[config.mk]
export PLATFORM = sky130hd
export DESIGN_NAME = ghost_collision_ctrl
export DESIGN_NICKNAME = d
export VERILOG_FILES = /design/src/rtl/ghost_collision_ctrl.sv
export SDC_FILE = /design/constraint.sdc
export NUM_CORES = 1
export LEC_CHECK = 0
export CORE_ASPECT_RATIO = 0.6
export CORE_UTILIZATION = 50
export DETAILED_ROUTE_END_ITERATION = 7
export GPL_ROUTABILITY_DRIVEN = 0
export GPL_TIMING_DRIVEN = 0
export HOLD_SLACK_MARGIN = 0.03
export MAX_ROUTING_LAYER = met4
export PLACE_DENSITY = 0.77
export SYNTH_ARGS = -nofsm -noshare
export SYNTH_HDL_FRONTEND = slang
export SYNTH_SLANG_ARGS = --single-unit
[constraint.sdc]
create_clock -name clk -period 2.4 [get_ports clk]
set_clock_uncertainty 0.15 [all_clocks]
set_input_delay 0.48 -clock clk [delete_from_list [all_inputs] [get_ports clk]]
set_output_delay 0.48 -clock clk [all_outputs]
set_load 0.05 [all_outputs]
[src/rtl/ghost_collision_ctrl.sv]
// Player/ghost collision detector and life/respawn sequencer.
// Detects same-tile and swap contacts on each movement step, then freezes, respawns or ends the game.
module ghost_collision_ctrl #(
  parameter int X_W           = 10,
  parameter int Y_W           = 9,
  parameter int INIT_LIVES    = 3,
  parameter int FREEZE_CYCLES = 50
) (
  input  logic             clk,
  input  logic             reset,
  input  logic             step,
  input  logic [X_W-1:0]   player_x,
  input  logic [Y_W-1:0]   player_y,
  input  logic [4*X_W-1:0] ghost_x,
  input  logic [4*Y_W-1:0] ghost_y,
  output logic [2:0]       lives,
  output logic             hit,
  output logic [1:0]       hit_ghost,
  output logic             freeze,
  output logic             actor_reset_n,
  output logic             game_over
);

  localparam int CNT_W = (FREEZE_CYCLES > 1) ? $clog2(FREEZE_CYCLES) : 1;
  localparam logic [CNT_W-1:0] FRZ_LOAD = CNT_W'(FREEZE_CYCLES - 1);
  localparam logic [2:0] LIVES_RST = 3'(INIT_LIVES);

  typedef enum logic [1:0] {
    PLAY    = 2'd0,
    FREEZE  = 2'd1,
    RESPAWN = 2'd2,
    OVER    = 2'd3
  } state_t;

  state_t           state;
  logic [CNT_W-1:0] frz_cnt;
  logic             prev_valid;
  logic [X_W-1:0]   prev_px;
  logic [Y_W-1:0]   prev_py;
  logic [4*X_W-1:0] prev_gx;
  logic [4*Y_W-1:0] prev_gy;
  logic [3:0]       coll_p0;

  function automatic logic [1:0] first_hit(input logic [3:0] v);
    logic [1:0] idx;
    idx = 2'd0;
    for (int i = 3; i >= 0; i--) begin
      if (v[i]) idx = 2'(i);
    end
    return idx;
  endfunction

  function automatic logic [2:0] sat_dec(input logic [2:0] v);
    return (v == 3'd0) ? 3'd0 : v - 3'd1;
  endfunction

  // Stage p0: per-ghost contact, either sharing a tile or having swapped tiles since the last step
  always_comb begin
    coll_p0 = 4'b0000;
    for (int i = 0; i < 4; i++) begin
      coll_p0[i] =
        ((ghost_x[i*X_W +: X_W] == player_x) && (ghost_y[i*Y_W +: Y_W] == player_y)) ||
        (prev_valid &&
         (ghost_x[i*X_W +: X_W] == prev_px) && (ghost_y[i*Y_W +: Y_W] == prev_py) &&
         (player_x == prev_gx[i*X_W +: X_W]) && (player_y == prev_gy[i*Y_W +: Y_W]));
    end
  end

  // Stage p1: registered control and outputs
  always_ff @(posedge clk or negedge reset) begin
    if (!reset) begin
      state         <= PLAY;
      frz_cnt       <= '0;
      lives         <= LIVES_RST;
      hit           <= 1'b0;
      hit_ghost     <= 2'd0;
      freeze        <= 1'b0;
      actor_reset_n <= 1'b1;
      game_over     <= 1'b0;
      prev_valid    <= 1'b0;
      prev_px       <= '0;
      prev_py       <= '0;
      prev_gx       <= '0;
      prev_gy       <= '0;
    end else begin
      hit <= 1'b0;
      unique case (state)
        PLAY: begin
          if (step) begin
            prev_valid <= 1'b1;
            prev_px    <= player_x;
            prev_py    <= player_y;
            prev_gx    <= ghost_x;
            prev_gy    <= ghost_y;
            if (|coll_p0) begin
              hit       <= 1'b1;
              hit_ghost <= first_hit(coll_p0);
              lives     <= sat_dec(lives);
              freeze    <= 1'b1;
              // The last life ends the game without a respawn pulse
              if (lives <= 3'd1) begin
                state     <= OVER;
                game_over <= 1'b1;
              end else begin
                state   <= FREEZE;
                frz_cnt <= FRZ_LOAD;
              end
            end
          end
        end
        FREEZE: begin
          if (frz_cnt == '0) begin
            state         <= RESPAWN;
            actor_reset_n <= 1'b0;
          end else begin
            frz_cnt <= frz_cnt - 1'b1;
          end
        end
        RESPAWN: begin
          state         <= PLAY;
          actor_reset_n <= 1'b1;
          freeze        <= 1'b0;
          prev_valid    <= 1'b0;
        end
        OVER: begin
          freeze    <= 1'b1;
          game_over <= 1'b1;
        end
        default: state <= PLAY;
      endcase
    end
  end

endmodule

# Yosys cells after proc, flatten, opt, wreduce, memory -nomap -nowiden

Index checks and enable logic that the tools add are counted.

Register bits after elaboration: 113
Bits of input ports: 98
Output and inout bits: 9
Word-level logic and storage cells: 120

Add/sub/neg operators: 2
Order comparisons: 1
Equality and inequality tests: 33
Mux-type cells: 29
Reduce and logical (&&, ||, !) cells: 42

Operators with widths:

| kind                                                 | number |
|---|---|
| == test 10 bit                                       | 12 |
| == test 9 bit                                        | 12 |
| two-way mux 6 bit                                    | 4 |
| logical AND 1 bit                                    | 20 |
| two-way mux 2 bit                                    | 8 |
| inequality test 2 bit (second input constant)        | 6 |
| case mux 6 bit (2 select lines)                      | 1 |
| two-way mux 1 bit                                    | 10 |
| AND reduction 4 bit                                  | 2 |
| nonzero test 2 bit                                   | 4 |
| zero test 6 bit                                      | 1 |
| case mux 1 bit (2 select lines)                      | 3 |
| case mux 2 bit (3 select lines)                      | 1 |
| AND reduction 2 bit                                  | 3 |
| AND reduction 3 bit                                  | 2 |
| nonzero test 3 bit                                   | 2 |
| subtractor 6 x 1 -> 6 bit (second input constant)    | 1 |
| AND reduction 5 bit                                  | 1 |
| == test 2 bit (second input constant)                | 2 |
| logical OR 1 bit                                     | 4 |
| OR reduction 4 bit                                   | 1 |
| <= comparator 3 x 1 -> 1 bit (second input constant) | 1 |
| zero test 3 bit                                      | 1 |
| two-way mux 3 bit                                    | 1 |
| 4 further kinds                                      | 4 |

# Depth between registers and ports, before layout

Gate-level depths: netlist of the first run.

Depth after elaboration: 10
Mapped depth: 9
Depth with buffers taken out: 8

# Worst setup path after synthesis of the first run

Ideal clock, no wire load.

Kind: input to register
Start: input player_y[3]
End: register frz_cnt[5]
Arrival time: 2.399 ns
Required time: 2.124 ns
Slack: -0.275 ns
Stages: 9
Cells stage by stage: buf_2 -> xor2_1 -> nor4_1 -> nand4_1 -> or4_1 -> o21ai_2 -> nor4_4 -> o21a_4 -> o311a_1

Word-level cells in the longest chain between the ends: 6
Elaborated cells on any way between the ends: 23
Those cells by class: eq/ne: 9; reduce/logical: 14

Ends and longest elaborated chain:

| what                                        | line   | source |
|---|---|---|
| start, declared                             | 13     | `input logic [Y_W-1:0] player_y,` |
| == test 9 bit, on equally long branches     | 62, 65 |  |
| logical AND 1 bit, on equally long branches | 62, 65 |  |
| logical OR 1 bit                            | 62     | `((ghost_x[i*X_W +: X_W] == player_x) && (ghost_y[i*Y_W +: Y_W] == player_y)) \|\|` |
| OR reduction 4 bit *                        | 95     | `if (\|coll_p0) begin` |
| inequality test 2 bit (no source line) *    | -      |  |
| AND reduction 5 bit (no source line) *      | -      |  |
| end signal, assigned                        | 116    | `frz_cnt <= frz_cnt - 1'b1;` |
| end, declared                               | 36     | `logic [CNT_W-1:0] frz_cnt;` |

Every way passes the cells marked *; elsewhere a longest branch is shown, timed or not.
A chain may end at the register's enable or synchronous reset.

# Worst setup path in the final report of the first run

Start: input ghost_y[32]
End: register state[1]

Word-level cells in the longest chain between the ends: 8
Elaborated cells on any way between the ends: 10
Those cells by class: eq/ne: 3; reduce/logical: 7

Ends and longest elaborated chain:

| what                                     | line | source |
|---|---|---|
| start, declared                          | 15   | `input logic [4*Y_W-1:0] ghost_y,` |
| == test 9 bit                            | 64   | `(ghost_x[i*X_W +: X_W] == prev_px) && (ghost_y[i*Y_W +: Y_W] == prev_py) &&` |
| logical AND 1 bit (2 in series)          | 64   |  |
| logical AND 1 bit                        | 65   | `(player_x == prev_gx[i*X_W +: X_W]) && (player_y == prev_gy[i*Y_W +: Y_W]));` |
| logical OR 1 bit *                       | 62   |  |
| OR reduction 4 bit *                     | 95   |  |
| inequality test 2 bit (no source line) * | -    |  |
| AND reduction 4 bit (no source line) *   | -    |  |
| end signal, assigned                     | 72   | `state <= PLAY;` |
| end signal, assigned                     | 102  | `state <= OVER;` |
| end signal, assigned                     | 105  | `state <= FREEZE;` |
| end, declared                            | 35   | `state_t state;` |

Marked as above.

==> run summary, run 1 <==
Status - finished, violations left
Failing checks - negative setup slack
GRT overflow - 0
RSZ-0062 raised after global routing - true
Crit Path Class - primary input to register
Fin. Hold Viols - 0
Crit-path max FO - 4
Met1 Resource Use GR - 0.460
Switch share - 0.253
Crit path buf inv count - 1
Top Family by Delay on Critical Path - compound AO/OA/AOI/OAI gates
Post-Syn Nets - 761
Diode count - 0
Cells on worst reg2reg path - 7
CTS HTree Levels - 4
Largest net degree at the start of global routing - 92
Fillers - 1027
Initial antenna violation count - 0
WL final - 23100 um
Internal power - 3810 uW
Final critical path time including I/O delays and setup - 2920 ps
# DRC - 0
Final period utilization - 1.22
First-pass GRT wire length - 34300 um
Total I/O pin count - 107
Clock slew at reported path FFs - 60 ps
Met2 Use GR - 0.476
Cells along the critical path - clkdlybuf4s50_1, xor2_1, nor4_1, nand4_1, o31ai_4, o41ai_4, a221oi_2, mux2i_1
FF-to-FF End - state[1]$_DFFE_PN0P_
Async S/R FF share, synth - 1.00
Die area - 15100 um^2
Endpoints failing setup - 16
Power share of the clock group - 0.504
Antenna-violating nets left - 0
Dpl ws - -1120 ps
Most used routing layer in global routing - met2
Register area share after synthesis - 0.388
Avg Cell Area, Syn - 11.2 um^2
Power Density - 538 nW/um^2
Synth unique cells - 44
Placed instance area - 8500 um^2
Vias in the first global route - 5878
CP startpoint - ghost_y[32]
Peak supply drop - 448 uV
CTS tree - built
Crit path arrival time - 3110 ps
Reg2reg start - prev_py[5]$_DFFE_PN0P_
R2R Setup Slk - -480 ps
Critical Path Max Stage Delay - 500 ps
Hpwl dp - 16500 um
Fin nets - 877
Clk sink count - 113
Worst Tran Pin Value - 506 ps
NetSw - 1290 uW
Final worst setup slack - -519 ps
Post-synth EDFFs - 0
CTS buffer count - 17
GRT Total Usage - 0.328
Crit start category - primary input
Die Y - 95.6 um
Relative slew margins - 0.663
Multi-input gate area - 4350 um^2
Comb pwr share - 0.122
Die width - 158 um
Final core occ - 0.679
Layout cells sized above 1 - 0.300
Register area - 2840 um^2
Total power draw - 5100 uW
Initial DRC count - 620
Register bit count reported by yosys - 113
Lkg Pwr - 0.00450 uW
Max_cap viols - 0
CP max-delay cell - clkdlybuf4s50_1
Synth Cell Area - 7300 um^2
P&R area growth vs syn - 29.9%
Root Buffer - clkbuf_16
Initial core utilization - 0.523
Clk_lat worst skew - 420 ps
Max-slew violations - 0
Commonest cells after routing, fill and taps aside - xor2_1, dfrtp_1, mux2_2
Total number of vias - 5834
CP endpoint kind - register
Port bufs - 87
Sequential share of power - 0.374
Average wire per standard cell - 23.7 um
Post-Synthesis Cells - 654
Ys flop type - dfrtp_1
FMAX - 343 MHz
Via density - 5.98
Worst hold path type - primary input to register
Setup crit end - state[1]$_DFFE_PN0P_
Finished Cell Area - 9480 um^2
Levels on crit path - 8
DR pass1 iterations - 8
Worst Path Required - 2590 ps
YS warnings - 0
Row count - 33
Met3 Use GR - 0.0605
Core ar. - 14000 um^2
Clock Path Buffers - 2
Most common cell after layout, fill and taps aside - xor2_1
## worst register-to-register path: stages (launching register included)
cell and delay, ps:
dfrtp_1 500, xor2_1 220, nor4_1 410, nand4_1 310, o31ai_4 440, o41ai_4 150, a221oi_2 370, mux2i_1 250
## power by group through the flow
stage / combinational (uW) / sequential (uW) / clock [uW]
floorplan: 279 / 1940 / 0
detailed placement: 597 / 1940 / 0
CTS: 605 / 1910 / 2560
finish: 621 / 1910 / 2570
global placement: 583 / 1940 / 0
global route: 657 / 1910 / 2660
## per-layer routing
metal | routed length (um) | part of all wire | vias up
li1 | - | - | 2484
met1 | 10200 | 0.44 | 2934
met2 | 10000 | 0.43 | 365
met3 | 2380 | 0.10 | 51
met4 | 495 | 0.021 | 0
met5 | 0 | 0 | -
## worst min path at each step
stage                                      from                      to  cells past startpoint
after floorplan                           reset      freeze$_DFFE_PN0P_                      0
after global placement    game_over$_DFFE_PN0P_   game_over$_DFFE_PN0P_                      1
after detailed placement                  reset  prev_gy[2]$_DFFE_PN0P_                      1
after CTS                           player_y[6]  prev_py[6]$_DFFE_PN0P_                      2
after global routing                player_y[6]  prev_py[6]$_DFFE_PN0P_                      2
final                               player_y[6]  prev_py[6]$_DFFE_PN0P_                      2
## state kept, by name (all words and copies together), names as in the netlist
register,count
freeze,1
prev_gx,40
prev_px,10
hit_ghost,2
frz_cnt,6
hit,1
state,2
lives,3
prev_py,9
prev_gy,36
prev_valid,1
game_over,1
actor_reset_n,1
## logic make-up (layout without fill, tap and decap cells)
group | after synthesis | after routing | synth area share
AOI/OAI and AO/OA | 31 | 31 | 0.0355
xor gates and xnor gates | 225 | 225 | 0.271
DFF | 113 | 113 | 0.388
and+or+nand+nor | 111 | 111 | 0.0886
buffers and inverters | 63 | 192 | 0.0448
muxes | 102 | 102 | 0.157
adders and majority gates | 9 | 9 | 0.0154
## through the flow
step | TNS [ps] | std cells | hold WS [ps]
6_report | -6040 | 975 | 238
5_1_grt | -6450 | 975 | 228
4_1_cts | -3670 | 971 | 224
3_5_place_dp | -47950 | 934 | 205
3_3_place_gp | -465920 | 933 | 322
2_1_floorplan | -1090 | 654 | 34.4
## cell type report
| type | instances | share of cell area |
|---|---|---|
| clock inverters | 10 | 0.0114 |
| flip-flops and latches | 113 | 0.300 |
| multi-input cells | 478 | 0.459 |
| repair buffers | 109 | 0.114 |
| clock buffers | 22 | 0.0511 |
| inverters | 13 | 0.00515 |
| well taps | 192 | 0.0253 |
| plain buffers | 38 | 0.0341 |
## cells in the mapped netlist (5+ instances only)
| cell type | count | area share |
|---|---|---|
| buf_6 | 8 | 0.012 |
| ha_1 | 9 | 0.015 |
| nor2_1 | 12 | 0.0062 |
| mux2i_1 | 5 | 0.0069 |
| nor3_1 | 6 | 0.0041 |
| clkbuf_1 | 21 | 0.011 |
| nand4_1 | 27 | 0.023 |
| o21ai_0 | 5 | 0.0034 |
| nor4_1 | 39 | 0.033 |
| xnor2_1 | 67 | 0.080 |
| mux2_2 | 97 | 0.15 |
| xor2_1 | 157 | 0.19 |
| inv_1 | 13 | 0.0067 |
| buf_2 | 15 | 0.010 |
| nand2_1 | 12 | 0.0062 |
| nand3_1 | 5 | 0.0034 |
| o211ai_1 | 5 | 0.0051 |
| dfrtp_1 | 110 | 0.38 |
## repair_timing
| item | in CTS | in global routing |
|---|---|---|
| cloned | 0 | 0 |
| setup endpoints to repair | 79 | 99 |
| pin swaps | 27 | 10 |
| hold buffers | 1 | 0 |
| hold endpoints to repair | 22 | 0 |
| buffers inserted | 18 | 7 |
| resized for setup | 70 | 37 |
(Power assumes the default switching activity.)
==> run 2, diff against run 1 <==
GPL_TIMING_DRIVEN = 1   (was 0)
==> run 2 against run 1 <==
The run still ends with negative setup slack left. Critical path depth grew 1. Global-route usage increased by 5.4 points. Die area unchanged. Non-clock buffer count grew 124. Critical path type unchanged. Critical endpoint is now state[0]$_DFFE_PN0P_. Largest power group unchanged. Highest routed layer unchanged.
==> run summary, run 2 (synthesized netlist as in run 1, its figures left out) <==
Top Registers - prev_gx x40, prev_gy x36, prev_px x10
Peak supply drop - 422 uV
Cells along the critical path - clkdlybuf4s50_1, xor2_1, nor4_1, nand4_1, or4_4, o21ai_4, o41ai_4, a221oi_2, mux2i_1
P&R area growth vs syn - 47.9%
First-pass GRT wire length - 39600 um
Lkg Pwr - 0.00528 uW
Worst hold path type - primary input to register
Die area - 15100 um^2
Final period utilization - 1.20
GRT overflow - 0
Crit path buf inv count - 1
Fin cells - 1099
Initial core utilization - 0.523
Diode count - 0
Critical Path Max Stage Delay - 500 ps
Crit-path max FO - 3
Clk_lat worst skew - 420 ps
Core ar. - 14000 um^2
Antenna-violating nets left - 0
Fin nets - 1001
RSZ-0062 raised after global routing - true
Commonest cells after routing, fill and taps aside - xor2_1, buf_4, dfrtp_1
Port bufs - 106
Fin. Hold Viols - 0
CP endpoint kind - register
Dpl cells - 1033
Total number of vias - 6683
CTS HTree Levels - 4
Relative slew margins - 0.613
Max-slew violations - 0
Final setup TNS - -6690 ps
Die width - 158 um
Most common cell after layout, fill and taps aside - xor2_1
Clk sink count - 113
WL final - 27900 um
Die Y - 95.6 um
Hpwl dp - 18800 um
CTS tree - built
Initial DRC count - 872
Vias in the first global route - 6622
DR pass1 iterations - 7
Dpl ws - -1200 ps
Status - finished, violations left
Crit path arrival time - 3080 ps
Most flop-heavy register - prev_gx
Endpoints failing setup - 16
Total I/O pin count - 107
Max_cap viols - 0
Worst Path Required - 2590 ps
Crit start category - primary input
GRT Total Usage - 0.381
Power Density - 515 nW/um^2
Crit Path Class - primary input to register
Final worst setup slack - -489 ps
Worst Tran Pin Value - 580 ps
Max FFs per register - 40
Clock Path Buffers - 2
Row count - 33
Root Buffer - clkbuf_16
Largest net degree at the start of global routing - 41
FMAX - 346 MHz
CTS buffer count - 17
Clock slew at reported path FFs - 60 ps
Failing checks - negative setup slack
# DRC - 0
Worst hold slack - 309 ps
Layout cells sized above 1 - 0.398
Top Family by Delay on Critical Path - simple AND/OR/NAND/NOR gates
Initial antenna violation count - 0
Via density - 6.08
Average wire per standard cell - 25.4 um
CP max-delay cell - clkdlybuf4s50_1
Final critical path time including I/O delays and setup - 2890 ps
## run 2: power breakdown
group	switching [uW]	internal [uW]
combinational	446	415
clock	948	1840
sequential	0	1910
total	1390	4160
## run 2: cell type report
type / count / area, um^2
fillers: 813 / 3170
clock inverters: 10 / 155
flip-flops and latches: 113 / 2840
multi-input cells: 478 / 4540
repair buffers: 271 / 2480
clock buffers: 22 / 484
inverters: 13 / 48.8
well taps: 192 / 240
## run 2: repair_timing
| item | CTS | global route |
|---|---|---|
| hold endpoints to repair | 31 | 0 |
| buffers inserted | 26 | 9 |
| pin swaps | 47 | 29 |
| gates resized for setup | 94 | 42 |
| hold buffers | 1 | 0 |
| setup endpoints to repair | 18 | 18 |
| gates cloned | 0 | 0 |
## run 2: path summary, 6_finish.rpt
kind	cells after the start	startpoint	slack, ps	endpoint
max in group asynchronous	3	reset	950	prev_px[0]$_DFFE_PN0P_
worst min-delay path	2	ghost_y[7]	310	prev_gy[7]$_DFFE_PN0P_
worst max register to register	9	prev_py[0]$_DFFE_PN0P_	-480	state[0]$_DFFE_PN0P_
min in group asynchronous	2	reset	450	frz_cnt[2]$_DFFE_PN0P_
worst max-delay path	9	ghost_x[6]	-490	state[0]$_DFFE_PN0P_
worst min register to register	1	game_over$_DFFE_PN0P_	340	game_over$_DFFE_PN0P_
## run 2: per-layer routing
layer / share of wire / track usage
met1: 0.40 / 0.516
met2: 0.44 / 0.565
met3: 0.12 / 0.0864
met4: 0.036 / 0.127
met5: 0 / -
## run 2: per-stage QoR
step	total power [uW]	instance area, um^2	utilization
floorplan	2220	7360	-
global placement	2670	9380	0.672
detailed placement	2680	9380	0.672
CTS	5480	10600	0.756
global route	5670	10800	0.773
finish	5550	10800	0.773
## run 2: worst register-to-register path, cell delays in order (launching register included)
cell      delay (ps)
dfrtp_2          480
buf_6            140
xor2_1           140
nor4_1           300
nand4_1          210
or4_4            540
nand2_4          130
o41ai_4          110
a221oi_2         360
mux2i_1          240
==> run 3, diff against run 2 <==
--- a/config.mk
+++ b/config.mk
@@ -6,6 +6,7 @@
 export NUM_CORES = 1
 export LEC_CHECK = 0
+export ABC_AREA = 1
 export CORE_ASPECT_RATIO = 0.6
-export CORE_UTILIZATION = 50
+export CORE_UTILIZATION = 51
 export DETAILED_ROUTE_END_ITERATION = 7
 export GPL_ROUTABILITY_DRIVEN = 0
@@ -13,5 +14,5 @@
 export HOLD_SLACK_MARGIN = 0.03
 export MAX_ROUTING_LAYER = met4
-export PLACE_DENSITY = 0.77
+export PLACE_DENSITY = 0.78
 export SYNTH_ARGS = -nofsm -noshare
 export SYNTH_HDL_FRONTEND = slang
--- a/constraint.sdc
+++ b/constraint.sdc
@@ -3,3 +3,3 @@
 set_input_delay 0.48 -clock clk [delete_from_list [all_inputs] [get_ports clk]]
 set_output_delay 0.48 -clock clk [all_outputs]
-set_load 0.05 [all_outputs]
+set_load 0.02 [all_outputs]
==> run 3 against run 2 <==
The flow now finishes without violations. Sequential share of layout area rose by 0.068 points. Total power grew 110%. Wire length grew 8.1%. Die area rose by 6.4%. Clock power fell by 2%. Flip-flop and latch count did not move. Sequential power is 93% higher. Cell count grew 45%. Synthesized cell count grew 81%. Register-to-register slack improved by 520 ps. Setup slack gained 530 ps. Clock-buffer cell count is the same.
==> run summary, run 3 <==
Commonest cells after routing, fill and taps aside - nand2_1, inv_1, o21ai_0
Die area - 16100 um^2
CP endpoint kind - register
Synth area leaders - dfrtp_1, nand2_1, xnor2_1
Row count - 34
Synth unique cells - 35
Reg2reg start - prev_py[1]$_DFFE_PN0P_
Most frequent cell after synthesis - nand2_1
Comb pwr share - 0.439
Total power draw - 11400 uW
Core ar. - 14800 um^2
Worst Path Required - 2560 ps
Worst hold path type - primary input to register
Post-Synthesis Cells - 1185
Max FFs per register - 40
Post-Syn Nets - 1292
Via density - 5.63
Ys flop type - dfrtp_1
Crit Path Class - primary input to register
Register bit count reported by yosys - 113
Levels on crit path - 15
Final period utilization - 0.984
Sequential share of power - 0.322
Vias in the first global route - 8233
Final setup TNS - 0 ps
Port bufs - 106
FMAX - 423 MHz
Final critical path time including I/O delays and setup - 2360 ps
Most flop-heavy register - prev_gx
Diode count - 0
WL final - 30200 um
Internal power - 6500 uW
Power Density - 1060 nW/um^2
Switch share - 0.431
Layout cells sized above 1 - 0.138
Cells along the critical path - clkdlybuf4s50_1, buf_6, inv_2, nand2_1, o21ai_1, nor2_1, nand2_1, nor2_2, nand3_2, o21ai_4, nor2_4, nand3_4, nand3_4, nand2_1, nand2_1
Register area - 2830 um^2
GRT overflow - 0
Top Registers - prev_gx x40, prev_gy x36, prev_px x10
NetSw - 4920 uW
Clk_lat worst skew - 430 ps
Clock slew at reported path FFs - 50 ps
Setup crit end - frz_cnt[5]$_DFFE_PN0P_
Endpoints failing setup - 0
Fin nets - 1485
Power share of the clock group - 0.239
Max-slew violations - 0
R2R Setup Slk - 40 ps
CTS buffer count - 17
Cells on worst reg2reg path - 11
Average wire per standard cell - 19.0 um
FF-to-FF End - frz_cnt[5]$_DFFE_PN0P_
Peak supply drop - 709 uV
P&R area growth vs syn - 35.4%
Antenna-violating nets left - 0
Register area share after synthesis - 0.357
CP startpoint - player_x[5]
Async S/R FF share, synth - 1.00
Synth Cell Area - 7930 um^2
Total number of vias - 8949
Initial core utilization - 0.534
Most frequent cells after synthesis - nand2_1, inv_1, o21ai_0
Lkg Pwr - 0.00546 uW
Root Buffer - clkbuf_16
Worst Tran Pin Value - 615 ps
Clock Path Buffers - 2
# DRC - 0
Crit-path max FO - 7
Hpwl dp - 22500 um
Avg Cell Area, Syn - 6.69 um^2
Crit path arrival time - 2520 ps
Top cell by count, worst path - nand2_1
Crit path buf inv count - 3
Clk sink count - 113
Largest net degree at the start of global routing - 79
Initial antenna violation count - 0
Critical Path Max Stage Delay - 470 ps
Relative slew margins - 0.590
Initial DRC count - 1177
Crit start category - primary input
Cell taking the most area after synthesis - dfrtp_1
Fillers - 1152
YS warnings - 0
Fin. Hold Viols - 0
CP max-delay cell - clkdlybuf4s50_1
CTS HTree Levels - 4
Die Y - 98.6 um
Post-synth EDFFs - 0
DR pass1 iterations - 8
First-pass GRT wire length - 45300 um
CTS tree - built
Max_cap viols - 0
Top Family by Delay on Critical Path - simple AND/OR/NAND/NOR gates
Status - completed
Multi-input gate area - 4290 um^2
Total I/O pin count - 107
Final core occ - 0.723
GRT Total Usage - 0.395
Post-synth top area share - 0.347
Most common cell after layout, fill and taps aside - nand2_1
Die width - 163 um
[run 3: changes by cell type in the layout (fill, tap and decap cells not counted), moves of 22 or more]
cell             previous run  this run
nand2_1                    11       418
inv_1                      13       150
xor2_1                    148        19
o21ai_0                     5       117
mux2_2                     94         0
nor2_1                     11        89
buf_4                     129        95
o22ai_1                     1        26
clkdlybuf4s50_1            68        91
dlygate4sd2_1              24         1
nor4_2                     22         0
[run 3: worst reg2reg max path: stages, from the launching register on]
cell     delay [ps]
dfrtp_1         630
o21ai_0         230
nor2_1          120
nand2_1          80
nor2_2          130
nand3_2         120
o21ai_4         230
nor2_4           80
nand3_4         160
nand3_4         140
nand2_1         110
nand2_1          50
[run 3: area by class of cell]
type	instances	area share
Multi-Input combinational cell	858	0.400
Sequential cell	113	0.264
Timing Repair Buffer	220	0.195
Inverter	168	0.0604
Clock buffer	22	0.0433
Tap cell	198	0.0231
Clock inverter	10	0.0147
[run 3: repair_timing]
action	4_1_cts	5_1_grt
hold endpoints to repair	32	0
buffers inserted	0	8
hold buffers	1	0
pin swaps	0	17
gates resized for setup	1	53
setup endpoints to repair	3	14
[run 3: through the flow]
stage / setup WS [ps] / std cells / hold WS, ps / instance area (um^2)
after CTS: 39.1 / 1581 / 318 / 10500
final: 38.0 / 1589 / 313 / 10700
after detailed placement: -415 / 1548 / 305 / 9880
after global routing: -33.1 / 1589 / 336 / 10700
after floorplan: 479 / 1185 / 34.4 / 7930
after global placement: -381 / 1548 / 306 / 9880
[run 3: worst min-delay path by stage]
stage                           from                     end  cells after the start
6_report                 player_y[2]  prev_py[2]$_DFFE_PN0P_                      3
2_1_floorplan                  reset      freeze$_DFFE_PN0P_                      0
3_3_place_gp   game_over$_DFFE_PN0P_   game_over$_DFFE_PN0P_                      2
3_5_place_dp   game_over$_DFFE_PN0P_   game_over$_DFFE_PN0P_                      2
5_1_grt        game_over$_DFFE_PN0P_   game_over$_DFFE_PN0P_                      2
4_1_cts        game_over$_DFFE_PN0P_   game_over$_DFFE_PN0P_                      2
[run 3: logic make-up (layout without fill, tap and decap cells)]
logic type                 after synthesis  in the layout  share of synthesized area
AOI/OAI and AO/OA                      169            169                      0.114
and+or+nand+nor                        586            586                      0.300
DFF                                    113            113                      0.357
buffers and inverters                  214            420                      0.112
xor gates and xnor gates                94             94                      0.104
adders and majority gates                9              9                     0.0142
[run 3: power by group through the flow]
stage	sequential, uW	clock, uW	combinational, uW
5_1_grt	3740	2830	5500
6_report	3680	2730	5010
3_3_place_gp	3580	0	4570
4_1_cts	3600	2730	4760
2_1_floorplan	3360	0	3070
3_5_place_dp	3600	0	4690
[run 3: routing by layer]
| metal | up-vias | share of wire | track usage |
|---|---|---|---|
| met2 | 723 | 0.38 | 0.502 |
| met1 | 4034 | 0.41 | 0.555 |
| met4 | 0 | 0.039 | 0.160 |
| met3 | 122 | 0.17 | 0.143 |
| met5 | - | 0 | - |
| li1 | 4070 | - | - |
